[config.mk]
export PLATFORM = sky130hd
export DESIGN_NAME = mem_port_arbiter_flat
export DESIGN_NICKNAME = d
export VERILOG_FILES = /design/src/rtl/mem_port_arbiter_if.sv /design/src/rtl/mem_port_arbiter.sv /design/src/flat_wrapper.sv
export SDC_FILE = /design/constraint.sdc
export NUM_CORES = 1
export LEC_CHECK = 0
export BUFFER_PORTS_ARGS = -buffer_cell sky130_fd_sc_hd__buf_2
export CAP_MARGIN = 20
export CORE_MARGIN = 2
export CORE_UTILIZATION = 37
export DETAILED_ROUTE_END_ITERATION = 8
export MAX_ROUTING_LAYER = met4
export PLACE_DENSITY = 0.82
export RECOVER_POWER = 50
export SLEW_MARGIN = 15
export SYNTH_ARGS = -nofsm -noshare
export SYNTH_HDL_FRONTEND = slang
export SYNTH_SLANG_ARGS = --single-unit
[constraint.sdc]
create_clock -name clk -period 2.3 [get_ports clk]
set_clock_uncertainty 0.05 [all_clocks]
set_input_delay 0 -clock clk [delete_from_list [all_inputs] [get_ports clk]]
set_output_delay 0 -clock clk [all_outputs]
set_load 0.02 [all_outputs]
[src/rtl/mem_port_arbiter_if.sv]
// Handshake bundle shared by the fetch path, the load/store path
// and the unified memory port of mem_port_arbiter.
interface mem_port_arbiter_if #(
  parameter int AW = 32,
  parameter int DW = 32
);
  logic          if_req;
  logic [AW-1:0] if_addr;
  logic [DW-1:0] if_rdata;
  logic          if_ready;

  logic            d_req;
  logic            d_we;
  logic [AW-1:0]   d_addr;
  logic [DW-1:0]   d_wdata;
  logic [DW/8-1:0] d_wmask;
  logic [DW-1:0]   d_rdata;
  logic            d_ready;

  logic            mem_req;
  logic            mem_we;
  logic [AW-1:0]   mem_addr;
  logic [DW-1:0]   mem_wdata;
  logic [DW/8-1:0] mem_wmask;
  logic [DW-1:0]   mem_rdata;
  logic            mem_ack;

  logic err;
  logic busy;

  modport master (
    input  if_req,
    input  if_addr,
    output if_rdata,
    output if_ready,
    input  d_req,
    input  d_we,
    input  d_addr,
    input  d_wdata,
    input  d_wmask,
    output d_rdata,
    output d_ready,
    output mem_req,
    output mem_we,
    output mem_addr,
    output mem_wdata,
    output mem_wmask,
    input  mem_rdata,
    input  mem_ack,
    output err,
    output busy
  );

  modport slave (
    output if_req,
    output if_addr,
    input  if_rdata,
    input  if_ready,
    output d_req,
    output d_we,
    output d_addr,
    output d_wdata,
    output d_wmask,
    input  d_rdata,
    input  d_ready,
    input  mem_req,
    input  mem_we,
    input  mem_addr,
    input  mem_wdata,
    input  mem_wmask,
    output mem_rdata,
    output mem_ack,
    input  err,
    input  busy
  );
endinterface

[src/rtl/mem_port_arbiter.sv]
// Fetch / load-store arbiter for a single-port variable-latency memory,
// with bus timeout and a fetch-starvation guard.
module mem_port_arbiter #(
  parameter int AW             = 32,
  parameter int DW             = 32,
  parameter int TIMEOUT_CYCLES = 64,
  parameter int MAX_D_STREAK   = 4
) (
  input logic               clk,
  input logic               reset,
  mem_port_arbiter_if.master bus
);

  localparam int WCW =
    (TIMEOUT_CYCLES > 1) ? $clog2(TIMEOUT_CYCLES) : 1;
  localparam int SW =
    (MAX_D_STREAK > 0) ? $clog2(MAX_D_STREAK + 1) : 1;

  typedef enum logic [1:0] {
    IDLE    = 2'd0,
    BUSY_IF = 2'd1,
    BUSY_D  = 2'd2
  } state_t;

  typedef struct packed {
    logic            we;
    logic [AW-1:0]   addr;
    logic [DW-1:0]   wdata;
    logic [DW/8-1:0] wmask;
  } mem_cmd_t;

  state_t   state_q;
  state_t   state_d;
  mem_cmd_t cmd_q;
  mem_cmd_t cmd_d;
  logic [WCW-1:0] wait_cnt;
  logic [SW-1:0]  d_streak;

  logic in_busy;
  logic streak_full;
  logic grant_d;
  logic grant_if;
  logic at_limit;
  logic tmo;
  logic done;

  logic          if_ready;
  logic          d_ready;
  logic [DW-1:0] if_rdata;
  logic [DW-1:0] d_rdata;

  assign in_busy     = (state_q != IDLE);
  assign streak_full = (d_streak == SW'(MAX_D_STREAK));
  assign grant_d     = bus.d_req &&
                       !(streak_full && bus.if_req);
  assign grant_if    = bus.if_req && !grant_d;

  // The final allowed cycle aborts unless the ack lands in it.
  assign at_limit = (TIMEOUT_CYCLES != 0) &&
                    (wait_cnt == WCW'(TIMEOUT_CYCLES - 1));
  assign tmo      = in_busy && at_limit && !bus.mem_ack;
  assign done     = in_busy && (bus.mem_ack || tmo);

  always_ff @(posedge clk) begin
    if (reset) begin
      state_q  <= IDLE;
      cmd_q    <= '0;
      wait_cnt <= '0;
      d_streak <= '0;
    end else begin
      state_q <= state_d;
      cmd_q   <= cmd_d;
      if (!in_busy) begin
        wait_cnt <= '0;
      end else if (!bus.mem_ack) begin
        wait_cnt <= wait_cnt + 1'b1;
      end
      if (!in_busy) begin
        if (grant_if) begin
          d_streak <= '0;
        end else if (grant_d) begin
          if (!bus.if_req) begin
            d_streak <= '0;
          end else if (!streak_full) begin
            d_streak <= d_streak + 1'b1;
          end
        end
      end
    end
  end

  always_comb begin
    state_d = state_q;
    unique case (state_q)
      IDLE: begin
        if (grant_d) begin
          state_d = BUSY_D;
        end else if (grant_if) begin
          state_d = BUSY_IF;
        end
      end
      BUSY_IF, BUSY_D: begin
        if (done) begin
          state_d = IDLE;
        end
      end
      default: state_d = IDLE;
    endcase
  end

  // Command is captured only at grant, so mem_* holds while busy.
  always_comb begin
    cmd_d = cmd_q;
    if (!in_busy) begin
      unique case (1'b1)
        grant_d: begin
          cmd_d.we    = bus.d_we;
          cmd_d.addr  = bus.d_addr;
          cmd_d.wdata = bus.d_wdata;
          cmd_d.wmask = bus.d_wmask;
        end
        grant_if: begin
          cmd_d.we    = 1'b0;
          cmd_d.addr  = bus.if_addr;
          cmd_d.wdata = '0;
          cmd_d.wmask = '0;
        end
        default: ;
      endcase
    end
  end

  always_comb begin
    if_ready = (state_q == BUSY_IF) && done;
    d_ready  = (state_q == BUSY_D) && done;
    if_rdata = '0;
    d_rdata  = '0;
    if (if_ready && bus.mem_ack) begin
      if_rdata = bus.mem_rdata;
    end
    if (d_ready && bus.mem_ack) begin
      d_rdata = bus.mem_rdata;
    end
  end

  assign bus.if_ready  = if_ready;
  assign bus.d_ready   = d_ready;
  assign bus.if_rdata  = if_rdata;
  assign bus.d_rdata   = d_rdata;
  assign bus.err       = tmo;
  assign bus.busy      = in_busy;
  assign bus.mem_req   = in_busy;
  assign bus.mem_we    = cmd_q.we;
  assign bus.mem_addr  = cmd_q.addr;
  assign bus.mem_wdata = cmd_q.wdata;
  assign bus.mem_wmask = cmd_q.wmask;

endmodule

[src/flat_wrapper.sv]
// flat-port wrapper written by rule: the top's interface ports become plain ports
module mem_port_arbiter_flat 
#(
  parameter int AW             = 32,
  parameter int DW             = 32,
  parameter int TIMEOUT_CYCLES = 64,
  parameter int MAX_D_STREAK   = 4
)
  (clk, reset, bus_if_req, bus_if_addr, bus_if_rdata, bus_if_ready, bus_d_req, bus_d_we, bus_d_addr, bus_d_wdata, bus_d_wmask, bus_d_rdata, bus_d_ready, bus_mem_req, bus_mem_we, bus_mem_addr, bus_mem_wdata, bus_mem_wmask, bus_mem_rdata, bus_mem_ack, bus_err, bus_busy);
  mem_port_arbiter_if #(.AW(AW), .DW(DW)) bus_i ();
  input logic clk;
  input logic reset;
  input wire logic [$bits(bus_i.if_req)-1:0] bus_if_req;
  input wire logic [$bits(bus_i.if_addr)-1:0] bus_if_addr;
  output wire logic [$bits(bus_i.if_rdata)-1:0] bus_if_rdata;
  output wire logic [$bits(bus_i.if_ready)-1:0] bus_if_ready;
  input wire logic [$bits(bus_i.d_req)-1:0] bus_d_req;
  input wire logic [$bits(bus_i.d_we)-1:0] bus_d_we;
  input wire logic [$bits(bus_i.d_addr)-1:0] bus_d_addr;
  input wire logic [$bits(bus_i.d_wdata)-1:0] bus_d_wdata;
  input wire logic [$bits(bus_i.d_wmask)-1:0] bus_d_wmask;
  output wire logic [$bits(bus_i.d_rdata)-1:0] bus_d_rdata;
  output wire logic [$bits(bus_i.d_ready)-1:0] bus_d_ready;
  output wire logic [$bits(bus_i.mem_req)-1:0] bus_mem_req;
  output wire logic [$bits(bus_i.mem_we)-1:0] bus_mem_we;
  output wire logic [$bits(bus_i.mem_addr)-1:0] bus_mem_addr;
  output wire logic [$bits(bus_i.mem_wdata)-1:0] bus_mem_wdata;
  output wire logic [$bits(bus_i.mem_wmask)-1:0] bus_mem_wmask;
  input wire logic [$bits(bus_i.mem_rdata)-1:0] bus_mem_rdata;
  input wire logic [$bits(bus_i.mem_ack)-1:0] bus_mem_ack;
  output wire logic [$bits(bus_i.err)-1:0] bus_err;
  output wire logic [$bits(bus_i.busy)-1:0] bus_busy;
  assign bus_i.if_req = bus_if_req;
  assign bus_i.if_addr = bus_if_addr;
  assign bus_if_rdata = bus_i.if_rdata;
  assign bus_if_ready = bus_i.if_ready;
  assign bus_i.d_req = bus_d_req;
  assign bus_i.d_we = bus_d_we;
  assign bus_i.d_addr = bus_d_addr;
  assign bus_i.d_wdata = bus_d_wdata;
  assign bus_i.d_wmask = bus_d_wmask;
  assign bus_d_rdata = bus_i.d_rdata;
  assign bus_d_ready = bus_i.d_ready;
  assign bus_mem_req = bus_i.mem_req;
  assign bus_mem_we = bus_i.mem_we;
  assign bus_mem_addr = bus_i.mem_addr;
  assign bus_mem_wdata = bus_i.mem_wdata;
  assign bus_mem_wmask = bus_i.mem_wmask;
  assign bus_i.mem_rdata = bus_mem_rdata;
  assign bus_i.mem_ack = bus_mem_ack;
  assign bus_err = bus_i.err;
  assign bus_busy = bus_i.busy;
  mem_port_arbiter #(.AW(AW), .DW(DW), .TIMEOUT_CYCLES(TIMEOUT_CYCLES), .MAX_D_STREAK(MAX_D_STREAK)) u_core (.clk(clk), .reset(reset), .bus(bus_i));
endmodule
# After elaboration in Yosys (flattened, before gate mapping)
# Cells that the tools add are included.
[totals]
reg_bits = 80
out_inout_bits = 138
elab_cells = 50
[op_classes]
n_addsub = 2
n_eq_ne = 7
n_mux = 11
n_bitwise = 1
reduce_logical = 22
[op_table]
columns = ["cell", "count"]
rows = [
  ["$pmux 69 s2", 1],
  ["$mux 32", 2],
  ["$mux 3", 4],
  ["$logic_and 1x1->1", 10],
  ["$add 6x1->6 const B", 1],
  ["$eq 6x6->1 const B", 1],
  ["$mux 2", 3],
  ["$pmux 2 s2", 1],
  ["$reduce_and 2->1", 2],
  ["$reduce_bool 2->1", 2],
  ["$reduce_or 2->1", 2],
  ["$add 3x1->3 const B", 1],
  ["$eq 3x3->1 const B", 1],
  ["$logic_not 1->1", 3],
  ["$ne 3x1->1 const B", 1],
  ["$ne 3x3->1 const B", 1],
  ["$reduce_and 3->1", 1],
  ["$eq 2x1->1 const B", 1],
  ["$eq 2x2->1 const B", 1],
  ["$logic_not 2->1", 1],
  ["$ne 2x1->1 const B", 1],
  ["$logic_or 1x1->1", 1],
  ["$not 1->1", 1],
]

# Logic depth before layout (Yosys ltp)
[depth]
word_depth = 9
ltp_mapped = 9
ltp_nobuf = 6

# Worst setup path before layout
# No wires, ideal clock.
[synth_path]
path_kind = "reg-to-output"
from = "register u_core.state_q[0]"
to = "output port bus_d_rdata[10]"
t_arrival_ns = 1.596
t_required_ns = 2.250
setup_slack_ns = 0.654
path_stages_with_launch = 8
cell_sequence = "dfxtp_1 > inv_1 > ha_1 > buf_4 > inv_1 > and3_1 > clkbuf_1 > and2_1"
[synth_via]
elab_chain_len = 8
elab_cells_between_ends = 9
classes_between = "1 x eq/ne; 1 x mux; 7 x reduce/logical"
[synth_lines]
columns = ["item", "line", "text"]
rows = [
  ["start, declared", "mem_port_arbiter.sv:32", "state_t state_q;"],
  ["start signal, assigned", "mem_port_arbiter.sv:71", "state_q <= state_d;"],
  ["$reduce_bool 2->1 *", "mem_port_arbiter.sv:52", "assign in_busy = (state_q != IDLE);"],
  ["net bus_busy", "flat_wrapper.sv:32", "output wire logic [$bits(bus_i.busy)-1:0] bus_busy;"],
  ["$logic_and 1x1->1 (2 in series)", "mem_port_arbiter.sv:61", "assign tmo = in_busy && at_limit && !bus.mem_ack;"],
  ["$logic_or 1x1->1", "mem_port_arbiter.sv:62", "assign done = in_busy && (bus.mem_ack || tmo);"],
  ["$logic_and 1x1->1 *", "mem_port_arbiter.sv:62", ""],
  ["$logic_and 1x1->1 *", "mem_port_arbiter.sv:135", "d_ready = (state_q == BUSY_D) && done;"],
  ["$logic_and 1x1->1 *", "mem_port_arbiter.sv:141", "if (d_ready && bus.mem_ack) begin"],
  ["$mux 32 *", "mem_port_arbiter.sv:141", ""],
  ["end, declared", "flat_wrapper.sv:22", "output wire logic [$bits(bus_i.d_rdata)-1:0] bus_d_rdata;"],
]
# The timed path passes the listed nets; every way through them passes the cells marked *.

# Final worst setup path
[layout_path]
from = "register u_core.state_q[0]"
to = "output port bus_d_rdata[19]"
[layout_via]
elab_chain_len = 8
elab_cells_between_ends = 9
classes_between = "1 x eq/ne; 1 x mux; 7 x reduce/logical"
[layout_lines]
columns = ["item", "line"]
rows = [
  ["$reduce_bool 2->1", "mem_port_arbiter.sv:52"],
  ["$logic_and 1x1->1 (2 in series)", "mem_port_arbiter.sv:61"],
  ["$logic_or 1x1->1", "mem_port_arbiter.sv:62"],
  ["$logic_and 1x1->1", "mem_port_arbiter.sv:62"],
  ["$logic_and 1x1->1 *", "mem_port_arbiter.sv:135"],
  ["$logic_and 1x1->1 *", "mem_port_arbiter.sv:141"],
  ["$mux 32 *", "mem_port_arbiter.sv:141"],
]
# Mark *: on every way between the ends. The rest lies on a longest branch, timed or not.

==> out/results.tsv <==
stage	metric	value	unit
global_route	vias in the first global route	4867	
synthesis	Netlist cell types	38	
power	Worst VDD drop	392	µV
synthesis	XOR/XNOR share of the synthesized area	0.877	%
sta	Worst-Margin Slew	853	ps
sta	Hold Slack	34.0	ps
detailed_routing	wire per inst	15.4	µm
die	Die H	108	µm
run_status	status	finished, final reports clean	
clock_network	CTS tree	done	
final_layout	layout cells sized above 1	32.1	%
synthesis	Mapped Nets	638	
sta	Final Critical Period	2070	ps
detailed_routing	drt pass-1 iters	5	
final_layout	Area Growth Syn to Fin	64.9	%
sta	Worst slew margin	42.9	%
placement	Placer Congestion	0.759	
worst_setup_path	critical path class	register to output port	
clock_network	clk_lat worst skew	340	ps
detailed_routing	# DRC	0	
power	NetSw	1.53	mW
die	starting density of the core	38.3	%
worst_setup_path	CP Max Fanout	32	
clock_network	CTS sink cnt	80	
sta	unrepaired setup endpoints after global routing	no	
synthesis	Synth Area in Adders	1.88	%
placement	pre-CTS setup slack	420	ps
synthesis	share of Yosys cell area claimed by the top area cell type	40.1	%
synthesis	largest family of logic cells by synthesized area	simple AND/OR/NAND/NOR gates	
global_route	first-pass GRT wire length	22.9	mm
global_route	GR met3 Demand/Resource	5.33	%
power	sequential share of power	38.6	%
synthesis	Syn Std Cell Area	3990	µm²
synthesis	mux share of post-synthesis cell area	0.251	%
clock_network	CTS root buffer	clkbuf_8	
detailed_routing	drt first-iter violations	316	
sta	Setup Viol. Count Final	0	
global_route	met2 Usage GRT	46.8	%
sta	period utilization	90.0	%
die	die area	11600	µm²
synthesis	Mean Syn Cell Area	8.08	µm²
global_route	GRT Max-Usage Layer	met2	
clock_network	TritonCTS Buffers	9	
detailed_routing	Final ANT Viol Nets	0	
die	Ports	276	
synthesis	Syn Inst Count	494	
synthesis	Synth area leader	dfxtp_1	
clock_network	clk buf depth	2	
power	switch share	35.6	%
final_layout	commonest non-fill, non-tap cell in the layout	buf_2	
synthesis	post-synthesis simple-gate area fraction	28.4	%
synthesis	register area share after synthesis	40.1	%
flow_run	max_cap viols	0	
detailed_routing	vias post-DR	4903	
power	leakage power	3.05	nW
hold_path	Hold WC Path Type	primary input to register	
detailed_routing	via/cell ratio	4.94	
final_layout	net count reported at finish	993	
power	internal power	2.76	mW
worst_setup_path	Critical Path Source Type	register	
sta	Setup WS post-layout	230	ps
global_route	GR Util met1	25.7	%
global_route	largest net degree at the start of global routing	48	
sta	Final Hold Fails	0	
clock_network	CTS H-tree lvls	3	
clock_network	clock slew at reported path FFs	80	ps
worst_setup_path	WP data arrival	2020	ps
synthesis	ranking of synthesized cells by area	dfxtp_1, and2_1, nand2_1	
sta	Final Max Slew Viols	0	
global_route	gr ovfl total	0	
worst_setup_path	endpoint class of the critical path	output port	
synthesis	yosys warns	0	
power	combinational fraction of design power	34.3	%
die	die width	108	µm
power	clock share of power	27.1	%
sta	f_max	483	MHz
placement	Port Buffers	275	
worst_setup_path	setup slack, reg-to-reg	340	ps
final_layout	most frequent cells in the layout	buf_2, dlygate4sd3_1, dfxtp_1	
synthesis	Synth Area in Compound Gates	21.7	%
power	pwr dens	652	nW/µm²
sta	final setup TNS	0	ps
placement	sum of net half-perimeters after detailed placement	9.14	mm
die	Core Area	10400	µm²
synthesis	register bit total from synthesis	80	
die	Std-Cell Rows	37	
global_route	GRT Total Usage	25.8	%
detailed_routing	final WL	15.3	mm
global_route	initial antenna violation count	2	
worst_setup_path	required time of the critical path	2250	ps
state kept, by name, indices dropped and copies added, names as in the netlist:
| register | flops |
|---|---|
| u_core.state_q | 2 |
| u_core.d_streak | 3 |
| u_core.wait_cnt | 6 |
| u_core.bus.mem_we | 1 |
| u_core.bus.mem_addr | 32 |
| u_core.bus.mem_wdata | 32 |
| u_core.bus.mem_wmask | 4 |
power groups by stage:
stage	sequential, mW	clock [mW]	combinational [mW]
2_1_floorplan	1.87	0	0.709
3_3_place_gp	1.67	0	1.34
3_5_place_dp	1.67	0	1.36
4_1_cts	1.65	1.20	1.49
5_1_grt	1.67	1.26	1.60
6_report	1.66	1.16	1.47
worst paths after layout:
kind	start	endpoint	cells past startpoint
worst max register to register	u_core.state_q[0]	u_core.bus.mem_addr[29]	6
worst max-delay path	u_core.state_q[0]	bus_d_rdata[19]	7
worst min register to register	u_core.bus.mem_we	u_core.bus.mem_we	2
worst min-delay path	bus_if_req	u_core.d_streak[2]	3
critical path: stages (launching register included):
cell and delay, ps:
dfxtp_1 360, inv_1 70, ha_1 310, inv_1 170, and3_1 170, buf_4 250, and2_1 190, buf_2 180
stage by stage:
step	instance area, µm²	std cells	util (%)	total power, mW
floorplan	3990	494	-	2.58
global placement	5410	870	51.9	3.01
detailed placement	5410	870	51.9	3.03
CTS	6670	990	64.0	4.34
global route	6580	992	63.2	4.53
finish	6580	992	63.2	4.29
routing by layer:
metal	up-vias	wire length, µm
li1	2361	-
met3	62	1050
met4	0	634
met2	256	8130
met1	2224	5500
met5	-	0
kinds of logic after synthesis:
| kind of cell | Yosys count |
|---|---|
| AND/OR/NAND/NOR | 236 |
| adder cells (fa/ha/maj) | 6 |
| flip-flops | 80 |
| XOR/XNOR | 4 |
| AO/OA/AOI/OAI | 115 |
| buffers and inverters | 52 |
| multiplexers | 1 |
what timing repair did:
item | 4_1_cts | 5_1_grt
endpoints found under the hold margin | 75 | 0
hold buffers | 104 | 0
buffers inserted | 0 | 0
gates resized for setup | 0 | 0
cells in the mapped netlist:
master    number
o21ai_0        1
buf_2         12
mux2i_1        1
a21oi_1       53
a32o_1         1
a21bo_4        1
nand4b_1       1
nand3b_1       1
xnor2_1        2
o22ai_1        2
nand2_2        1
dfxtp_1       80
nor3_1         2
a32oi_1        1
o21a_1         1
nand2_1       72
nand3_1       40
nor2_1        45
nor4_1         1
and3_1         2
buf_1          1
a21oi_2       20
ha_1           6
a211oi_1      12
a22oi_1        1
or3_1          1
clkbuf_1      22
a211oi_2      20
and2_1        67
or2_2          1
buf_6          5
buf_4          6
o21ai_2        1
nand2b_1       1
a22o_1         1
nor2b_1        1
xor2_1         2
inv_1          6
final cells by class:
type,count,area [µm²]
Sequential cell,80,1600
Antenna cell,2,5.00
Clock inverter,5,80.1
Multi-Input combinational cell,362,2130
Inverter,6,22.5
Clock buffer,11,141
Tap cell,136,170
Fill cell,952,3830
Timing Repair Buffer,390,2430
Note: power is estimated with default switching activity, not from simulation.
